$ cat config.mk
export PLATFORM = sky130hd
export DESIGN_NAME = hazard_ctrl_flat
export DESIGN_NICKNAME = d
export VERILOG_FILES = /design/src/rtl/cpu_pkg.sv /design/src/rtl/hazard_ctrl_if.sv /design/src/rtl/hazard_detect.sv /design/src/rtl/hazard_ctrl.sv /design/src/flat_wrapper.sv
export SDC_FILE = /design/constraint.sdc
export NUM_CORES = 1
export LEC_CHECK = 0
export CORE_ASPECT_RATIO = 0.75
export CORE_MARGIN = 5
export CORE_UTILIZATION = 45
export CTS_BUF_LIST = sky130_fd_sc_hd__clkbuf_8
export DETAILED_ROUTE_END_ITERATION = 8
export GPL_TIMING_DRIVEN = 0
export PLACE_DENSITY_LB_ADDON = 0.1
export SLEW_MARGIN = 20
export SYNTH_ARGS = -nofsm -noshare
export SYNTH_HDL_FRONTEND = slang
export SYNTH_HIERARCHICAL = 1
export SYNTH_SLANG_ARGS = --single-unit
$ cat constraint.sdc
create_clock -name clk -period 3.1 [get_ports clk]
set_input_delay 0.31 -clock clk [delete_from_list [all_inputs] [get_ports clk]]
set_output_delay 0.31 -clock clk [all_outputs]
set_load 0.005 [all_outputs]
$ cat src/rtl/cpu_pkg.sv
// Shared pipeline-control types: hazard FSM states, register index width
// and the bundle of stall/flush strobes driven by the hazard controller.
package cpu_pkg;

  localparam int REG_IDX_W = 4;
  localparam logic [REG_IDX_W-1:0] ZERO_REG = 4'd0;

  typedef enum logic [1:0] {
    RUN      = 2'd0,
    MEM_WAIT = 2'd1,
    HALTED   = 2'd2
  } hz_state_t;

  typedef struct packed {
    logic stall_pc;
    logic stall_if_id;
    logic stall_id_ex;
    logic stall_ex_mem;
    logic stall_mem_wb;
    logic flush_if_id;
    logic flush_id_ex;
    logic flush_ex_mem;
    logic flush_mem_wb;
  } hz_ctl_t;

  // Freeze everything up to MEM and retire a bubble from WB.
  localparam hz_ctl_t HZ_GROUP_A = '{
    stall_pc: 1'b1, stall_if_id: 1'b1, stall_id_ex: 1'b1, stall_ex_mem: 1'b1,
    stall_mem_wb: 1'b0, flush_if_id: 1'b0, flush_id_ex: 1'b0,
    flush_ex_mem: 1'b0, flush_mem_wb: 1'b1};

  // Squash the two younger instructions fetched down the wrong path.
  localparam hz_ctl_t HZ_REDIRECT = '{
    stall_pc: 1'b0, stall_if_id: 1'b0, stall_id_ex: 1'b0, stall_ex_mem: 1'b0,
    stall_mem_wb: 1'b0, flush_if_id: 1'b1, flush_id_ex: 1'b1,
    flush_ex_mem: 1'b0, flush_mem_wb: 1'b0};

  // Hold the consumer in ID and push a bubble behind the load.
  localparam hz_ctl_t HZ_LOAD_USE = '{
    stall_pc: 1'b1, stall_if_id: 1'b1, stall_id_ex: 1'b0, stall_ex_mem: 1'b0,
    stall_mem_wb: 1'b0, flush_if_id: 1'b0, flush_id_ex: 1'b1,
    flush_ex_mem: 1'b0, flush_mem_wb: 1'b0};

endpackage

$ cat src/rtl/hazard_ctrl_if.sv
// Pipeline <-> hazard controller bundle. The pipeline (master) reports stage
// state; the controller (slave) returns stall/flush strobes and status.
interface hazard_ctrl_if;
  import cpu_pkg::*;

  logic [REG_IDX_W-1:0] id_rs1;
  logic [REG_IDX_W-1:0] id_rs2;
  logic                 id_rs1_used;
  logic                 id_rs2_used;
  logic [REG_IDX_W-1:0] ex_reg_dst;
  logic                 ex_reg_wr;
  logic                 ex_is_load;
  logic                 ex_redirect;
  logic                 mem_req;
  logic                 mem_ready;
  logic                 wb_halt;

  logic                 stall_pc;
  logic                 stall_if_id;
  logic                 stall_id_ex;
  logic                 stall_ex_mem;
  logic                 stall_mem_wb;
  logic                 flush_if_id;
  logic                 flush_id_ex;
  logic                 flush_ex_mem;
  logic                 flush_mem_wb;
  logic                 halted;
  logic                 mem_err;
  logic [31:0]          stall_cycles;

  modport master (
    output id_rs1, id_rs2, id_rs1_used, id_rs2_used, ex_reg_dst, ex_reg_wr,
           ex_is_load, ex_redirect, mem_req, mem_ready, wb_halt,
    input  stall_pc, stall_if_id, stall_id_ex, stall_ex_mem, stall_mem_wb,
           flush_if_id, flush_id_ex, flush_ex_mem, flush_mem_wb,
           halted, mem_err, stall_cycles
  );

  modport slave (
    input  id_rs1, id_rs2, id_rs1_used, id_rs2_used, ex_reg_dst, ex_reg_wr,
           ex_is_load, ex_redirect, mem_req, mem_ready, wb_halt,
    output stall_pc, stall_if_id, stall_id_ex, stall_ex_mem, stall_mem_wb,
           flush_if_id, flush_id_ex, flush_ex_mem, flush_mem_wb,
           halted, mem_err, stall_cycles
  );
endinterface

$ cat src/rtl/hazard_detect.sv
// Load-use detector: flags an ID instruction that reads the register a load
// in EX is about to write. Purely combinational.
module hazard_detect
  import cpu_pkg::*;
#(
  parameter int R0_ZERO = 1
) (
  input  logic [REG_IDX_W-1:0] id_rs1,
  input  logic [REG_IDX_W-1:0] id_rs2,
  input  logic                 id_rs1_used,
  input  logic                 id_rs2_used,
  input  logic [REG_IDX_W-1:0] ex_reg_dst,
  input  logic                 ex_reg_wr,
  input  logic                 ex_is_load,
  output logic                 load_use
);

  logic dst_live;
  logic src_match;

  // A hardwired-zero destination never produces a value worth waiting for.
  always_comb begin
    dst_live  = (ex_reg_dst != ZERO_REG) || (R0_ZERO == 0);
    src_match = (id_rs1_used && (id_rs1 == ex_reg_dst)) ||
                (id_rs2_used && (id_rs2 == ex_reg_dst));
    load_use  = ex_is_load && ex_reg_wr && dst_live && src_match;
  end

endmodule

$ cat src/rtl/hazard_ctrl.sv
// Central stall/flush controller for the PC and the IF/ID, ID/EX, EX/MEM and
// MEM/WB registers. Handles data-memory waits (with timeout), EX redirects,
// load-use hazards and halt, and counts stalled cycles.
module hazard_ctrl
  import cpu_pkg::*;
#(
  parameter int MEM_TIMEOUT = 64,
  parameter int R0_ZERO     = 1
) (
  input  logic         clk,
  input  logic         rst_n,
  hazard_ctrl_if.slave bus
);

  localparam int CNT_W = (MEM_TIMEOUT < 2) ? 1 : $clog2(MEM_TIMEOUT + 1);
  localparam logic [CNT_W-1:0] TO_VAL = CNT_W'(MEM_TIMEOUT);
  localparam logic             TO_EN  = (MEM_TIMEOUT != 0);

  hz_state_t        state_q, state_d;
  logic [CNT_W-1:0] cnt_q, cnt_d;
  logic             mem_err_q, mem_err_d;
  logic [31:0]      stall_cycles_q;
  logic             load_use;
  logic             mem_stall;
  hz_ctl_t          ctl;

  hazard_detect #(.R0_ZERO(R0_ZERO)) u_detect (
    .id_rs1      (bus.id_rs1),
    .id_rs2      (bus.id_rs2),
    .id_rs1_used (bus.id_rs1_used),
    .id_rs2_used (bus.id_rs2_used),
    .ex_reg_dst  (bus.ex_reg_dst),
    .ex_reg_wr   (bus.ex_reg_wr),
    .ex_is_load  (bus.ex_is_load),
    .load_use    (load_use)
  );

  // Memory-wait condition; in MEM_WAIT it drops as soon as memory is ready.
  always_comb begin
    mem_stall = 1'b0;
    case (state_q)
      RUN:      mem_stall = bus.mem_req && !bus.mem_ready;
      MEM_WAIT: mem_stall = !bus.mem_ready;
      default:  mem_stall = 1'b0;
    endcase
  end

  // Priority mux for the stall/flush strobes; a redirect held in EX during a
  // memory wait is serviced naturally once the wait clears.
  always_comb begin
    ctl = '0;
    if (state_q == HALTED || mem_stall) begin
      ctl = HZ_GROUP_A;
    end else if (bus.ex_redirect) begin
      ctl = HZ_REDIRECT;
    end else if (load_use) begin
      ctl = HZ_LOAD_USE;
    end
    if (!rst_n) begin
      ctl = '0;
    end
  end

  // Next-state, wait counter and timeout error; halt overrides everything.
  always_comb begin
    state_d   = state_q;
    cnt_d     = cnt_q;
    mem_err_d = mem_err_q;
    if (bus.wb_halt) begin
      state_d = HALTED;
      cnt_d   = '0;
    end else begin
      case (state_q)
        RUN: begin
          if (mem_stall) begin
            state_d = MEM_WAIT;
            cnt_d   = CNT_W'(1);
          end else begin
            cnt_d = '0;
          end
        end
        MEM_WAIT: begin
          if (bus.mem_ready) begin
            state_d = RUN;
            cnt_d   = '0;
          end else if (TO_EN && (cnt_q == TO_VAL)) begin
            state_d   = HALTED;
            mem_err_d = 1'b1;
            cnt_d     = '0;
          end else if (cnt_q != '1) begin
            cnt_d = cnt_q + CNT_W'(1);
          end
        end
        default: begin
          state_d = HALTED;
          cnt_d   = '0;
        end
      endcase
    end
  end

  // State, counter and sticky error registers.
  always_ff @(posedge clk or negedge rst_n) begin
    if (!rst_n) begin
      state_q   <= RUN;
      cnt_q     <= '0;
      mem_err_q <= 1'b0;
    end else begin
      state_q   <= state_d;
      cnt_q     <= cnt_d;
      mem_err_q <= mem_err_d;
    end
  end

  // Saturating count of cycles in which the PC is held.
  always_ff @(posedge clk or negedge rst_n) begin
    if (!rst_n) begin
      stall_cycles_q <= '0;
    end else if (ctl.stall_pc && (stall_cycles_q != 32'hFFFF_FFFF)) begin
      stall_cycles_q <= stall_cycles_q + 32'd1;
    end
  end

  assign bus.stall_pc     = ctl.stall_pc;
  assign bus.stall_if_id  = ctl.stall_if_id;
  assign bus.stall_id_ex  = ctl.stall_id_ex;
  assign bus.stall_ex_mem = ctl.stall_ex_mem;
  assign bus.stall_mem_wb = ctl.stall_mem_wb;
  assign bus.flush_if_id  = ctl.flush_if_id;
  assign bus.flush_id_ex  = ctl.flush_id_ex;
  assign bus.flush_ex_mem = ctl.flush_ex_mem;
  assign bus.flush_mem_wb = ctl.flush_mem_wb;
  assign bus.halted       = (state_q == HALTED);
  assign bus.mem_err      = mem_err_q;
  assign bus.stall_cycles = stall_cycles_q;

endmodule

$ cat src/flat_wrapper.sv
// flat-port wrapper written by rule: the top's interface ports become plain ports
module hazard_ctrl_flat import cpu_pkg::*;
#(
  parameter int MEM_TIMEOUT = 64,
  parameter int R0_ZERO     = 1
)
  (clk, rst_n, bus_id_rs1, bus_id_rs2, bus_id_rs1_used, bus_id_rs2_used, bus_ex_reg_dst, bus_ex_reg_wr, bus_ex_is_load, bus_ex_redirect, bus_mem_req, bus_mem_ready, bus_wb_halt, bus_stall_pc, bus_stall_if_id, bus_stall_id_ex, bus_stall_ex_mem, bus_stall_mem_wb, bus_flush_if_id, bus_flush_id_ex, bus_flush_ex_mem, bus_flush_mem_wb, bus_halted, bus_mem_err, bus_stall_cycles);
  hazard_ctrl_if bus_i ();
  input  logic clk;
  input  logic rst_n;
  input wire logic [$bits(bus_i.id_rs1)-1:0] bus_id_rs1;
  input wire logic [$bits(bus_i.id_rs2)-1:0] bus_id_rs2;
  input wire logic [$bits(bus_i.id_rs1_used)-1:0] bus_id_rs1_used;
  input wire logic [$bits(bus_i.id_rs2_used)-1:0] bus_id_rs2_used;
  input wire logic [$bits(bus_i.ex_reg_dst)-1:0] bus_ex_reg_dst;
  input wire logic [$bits(bus_i.ex_reg_wr)-1:0] bus_ex_reg_wr;
  input wire logic [$bits(bus_i.ex_is_load)-1:0] bus_ex_is_load;
  input wire logic [$bits(bus_i.ex_redirect)-1:0] bus_ex_redirect;
  input wire logic [$bits(bus_i.mem_req)-1:0] bus_mem_req;
  input wire logic [$bits(bus_i.mem_ready)-1:0] bus_mem_ready;
  input wire logic [$bits(bus_i.wb_halt)-1:0] bus_wb_halt;
  output wire logic [$bits(bus_i.stall_pc)-1:0] bus_stall_pc;
  output wire logic [$bits(bus_i.stall_if_id)-1:0] bus_stall_if_id;
  output wire logic [$bits(bus_i.stall_id_ex)-1:0] bus_stall_id_ex;
  output wire logic [$bits(bus_i.stall_ex_mem)-1:0] bus_stall_ex_mem;
  output wire logic [$bits(bus_i.stall_mem_wb)-1:0] bus_stall_mem_wb;
  output wire logic [$bits(bus_i.flush_if_id)-1:0] bus_flush_if_id;
  output wire logic [$bits(bus_i.flush_id_ex)-1:0] bus_flush_id_ex;
  output wire logic [$bits(bus_i.flush_ex_mem)-1:0] bus_flush_ex_mem;
  output wire logic [$bits(bus_i.flush_mem_wb)-1:0] bus_flush_mem_wb;
  output wire logic [$bits(bus_i.halted)-1:0] bus_halted;
  output wire logic [$bits(bus_i.mem_err)-1:0] bus_mem_err;
  output wire logic [$bits(bus_i.stall_cycles)-1:0] bus_stall_cycles;
  assign bus_i.id_rs1 = bus_id_rs1;
  assign bus_i.id_rs2 = bus_id_rs2;
  assign bus_i.id_rs1_used = bus_id_rs1_used;
  assign bus_i.id_rs2_used = bus_id_rs2_used;
  assign bus_i.ex_reg_dst = bus_ex_reg_dst;
  assign bus_i.ex_reg_wr = bus_ex_reg_wr;
  assign bus_i.ex_is_load = bus_ex_is_load;
  assign bus_i.ex_redirect = bus_ex_redirect;
  assign bus_i.mem_req = bus_mem_req;
  assign bus_i.mem_ready = bus_mem_ready;
  assign bus_i.wb_halt = bus_wb_halt;
  assign bus_stall_pc = bus_i.stall_pc;
  assign bus_stall_if_id = bus_i.stall_if_id;
  assign bus_stall_id_ex = bus_i.stall_id_ex;
  assign bus_stall_ex_mem = bus_i.stall_ex_mem;
  assign bus_stall_mem_wb = bus_i.stall_mem_wb;
  assign bus_flush_if_id = bus_i.flush_if_id;
  assign bus_flush_id_ex = bus_i.flush_id_ex;
  assign bus_flush_ex_mem = bus_i.flush_ex_mem;
  assign bus_flush_mem_wb = bus_i.flush_mem_wb;
  assign bus_halted = bus_i.halted;
  assign bus_mem_err = bus_i.mem_err;
  assign bus_stall_cycles = bus_i.stall_cycles;
  hazard_ctrl #(.MEM_TIMEOUT(MEM_TIMEOUT), .R0_ZERO(R0_ZERO)) u_core (.clk(clk), .rst_n(rst_n), .bus(bus_i));
endmodule
==> results.md <==
* Grt ovf at 0
* Finished Cell Area at 3240 sq um
* Synth Area in XOR/XNOR at 14.0%
* Setup crit end kind: output port
* Yosys cell types at 37
* Routed wire length at 5.35 mm
* Max Cap Viol at 0
* Ys Warns at 6
* Num Clock Sinks at between 40 and 50
* Vias per cell at between 5 and 6
* Largest net degree at the start of global routing at 34
* Worst min-delay path category: register to register
* Routed via count at 2026
* First-pass GRT wire length at 8.89 mm
* DRT iter0 DRCs at 96
* Data required, critical path at 2790 ps
* F_max at 339 MHz
* Layout cell share with drive strength beyond 1 at 9.75%
* Status: finished clean
* Post-synthesis mux area share at less than 1%
* Dpl hpwl at 4.10 mm
* Adder-cell area share of the yosys netlist at 1.58%
* Compound-gate portion of the synthesized area at 5.22%
* Post-Syn Area at 2370 sq um
* Vias in the first global route at 1827
* Power per cell area at 432 nW/um^2
* Port buffer count at 62
* Width of the die at 93.8 um
* Clock Skews at 6.48 ps
* Crit path DAT at 2640 ps
* Reg2reg setup slack at 1180 ps
* Multi-input gate area at 1240 sq um
* Total Die Area at 6840 sq um
* Largest family of logic cells by synthesized area: simple AND/OR/NAND/NOR gates
* Worst-skew pair later-pin latency at 290 ps
* Syn avg cell area at 9.68 sq um
* Period minus WS final at 2950 ps
* RSZ-0062 raised after global routing: no
* Fill count at 438
* Reg clk slew, reported paths at 80 ps
* CTS tree: yes
* Gpl congestion at about 0.76
* DR WL/cell at 13.7 um
* Mapped Cells at 245
* Pleak at roughly 1.4 nW
* Critical-path cell list: clkdlybuf4s50_1, or4_1, nand3_1, a21oi_2, nand2b_1, o311ai_4, nand2_2, buf_6, inv_1, buf_4, clkdlybuf4s50_1
* Ports at 65
* GRT Util Overall at between 15 and 20%
* Synth Register Bits at between 40 and 50
* TritonRoute pass-1 iters at 4
* Hold Crit Endpoint: u_core/bus.mem_err
* Fin crit share at 95.2%
* Synth area leaders: dfrtp_1 44%, xor2_1 10%, nor3_1 4.4%
* Sequential-to-total area share from yosys stat at about 44%
* FF/Latch Area at approximately 1100 sq um
* DRC errors left at 0
* # setup viols final at 0
* Cell row count at 22
* Hold_sp: u_core/bus.mem_err
* Worst hold path stage count at 1
* Setup CP Type: primary input to output port
* Fin util at 64.7%
* Min Hold Slack at 472 ps
* Most frequent CP cell: clkdlybuf4s50_1
* Slowest cell delay on critical path at 540 ps
* Critical Path Source Type: primary input
* Fin. max-slew vios at 0
* Clock Path Buffers at 2
* Antenna cell count at 0
* Dpl cell area at between 3000 and 4000 sq um
* Reg-to-Reg Start: u_core/bus.stall_cycles[2]
* Yosys top cell by area: dfrtp_1
* ANT nets after route at 0
* Top-area cell type share of the netlist area at 44.3%
* CORE AREA at 5010 sq um
* Worst Path Max Fanout at 10
* Initial Util at 47.3%
* Initial antenna violation count at 0
* Cts bufs inserted at 5
* Die Y at ~73 um
* Slowest-stage cell, CP: or4_1
* CTS Root Buffer Type: clkbuf_8
* Worst flop-to-flop path endpoint: u_core/bus.stall_cycles[12]
* Final #Nets at 342
* Worst VDD drop at 0.000422 V
* Area grow syn2layout at 36.8%
* FF-to-FF path depth at 7
* Synth Area in Simple Gates at 29.6%
* Final hold viol count at 0
* Clock H-tree levels at 2
## stage by stage
| step | std cells | setup TNS, ps | setup slack, ps | power (mW) |
|---|---|---|---|---|
| floorplan | 246 | 0 | 1070 | 0.791 |
| global placement | 380 | -16280 | -883 | 0.975 |
| detailed placement | 381 | -13.8 | -13.8 | 0.985 |
| CTS | 390 | 0 | 7.82 | 1.42 |
| global route | 390 | 0 | 23.7 | 1.49 |
| finish | 390 | 0 | 147 | 1.40 |
## critical path: cells and delay by family
kind	cells	cell delay, ps
AO/OA/AOI/OAI	2	200
buffers and inverters	5	1240
AND/OR/NAND/NOR	4	890
## routing by layer
metal  vias to the layer above  part of all wire, %  GRT usage (%)
met3                         9                  3.4           5.26
met2                        32                   46           24.9
li1                       1013                    -              -
met1                       972                   50           22.6
met4                         0                 0.86           3.85
met5                         -                    0              0
## area by class of cell
type	count	area share, %
multi-input cells	185	38.3
flip-flops and latches	42	32.4
repair buffers	64	19.9
well taps	72	2.78
clock buffers	5	2.12
plain buffers	9	2.04
clock inverters	3	1.27
inverters	10	1.16
## cells in the mapped netlist, drive strengths merged
cell type  count
ha             3
and3          10
o21bai         1
nand3         19
nor2          19
xnor2         10
o311ai         1
a21oi          5
o21ai          1
or4            2
nor3b          1
nor4           6
o211a          1
nand2b         2
o41ai          1
a21o           1
and4           3
xor2          28
inv           10
a31oi          2
nor4b          4
or3            1
conb           1
nor3          22
mux2           2
nand2         18
a41o           1
o31ai          1
buf            9
nand4         15
and2           3
dfrtp         42
## how the worst max path moves through the flow
stage	start	endpoint	slack, ps
3_3_place_gp	rst_n	bus_stall_pc	-880
4_1_cts	bus_ex_reg_dst[0]	bus_stall_pc	8
5_1_grt	bus_ex_reg_dst[1]	bus_stall_pc	20
3_5_place_dp	bus_ex_reg_dst[0]	bus_stall_pc	-10
6_report	bus_ex_reg_dst[2]	bus_stall_pc	150
2_1_floorplan	bus_ex_reg_dst[3]	bus_stall_pc	1070
## power by group
| part | switching (mW) | total, mW | internal (mW) |
|---|---|---|---|
| Sequential | 0.0790 | 0.680 | 0.601 |
| Clock | 0.191 | 0.428 | 0.237 |
| Combinational | 0.110 | 0.294 | 0.184 |
## cell families (layout without fill, tap and decap cells)
group,Yosys count,after routing
muxes,2,2
AOI/OAI and AO/OA,15,15
other,1,2
DFF,42,42
adders and majority gates,3,3
and+or+nand+nor,125,125
buffers and inverters,19,91
xor gates and xnor gates,38,38
## timing repair
action | CTS | global route
endpoints found under the setup margin | 1 | 2
buffers inserted | 0 | 0
hold endpoints to repair | 16 | 0
resized for setup | 1 | 5
pin swaps | 0 | 0
gates cloned | 0 | 0
hold buffers | 1 | 0
## state kept, by name (all words and copies together), names as in the netlist
signal,flops
u_core/state_q,2
u_core/bus.stall_cycles,32
u_core/cnt_q,7
u_core/bus.mem_err,1
## cells in the final DEF (no fill, tap or decap), types with 2 or more instances in the layout
cell	instances
clkdlybuf4s50_1	61
dfrtp_1	42
xor2_1	28
nor2_1	19
nand3_1	19
nor3_1	19
nand2_1	17
nand4_1	14
inv_1	11
and3_1	10
xnor2_1	10
buf_4	6
clkbuf_8	5
a21oi_1	4
buf_2	3
and2_1	3
nor4_1	3
nor3_2	3
and4_1	3
nor4_2	3
ha_1	3
nand2b_1	2
or4_1	2
a31oi_1	2
mux2_1	2
nor4b_1	2
nor4b_2	2
conb_1	2
Power figures use the tool's default switching activity.
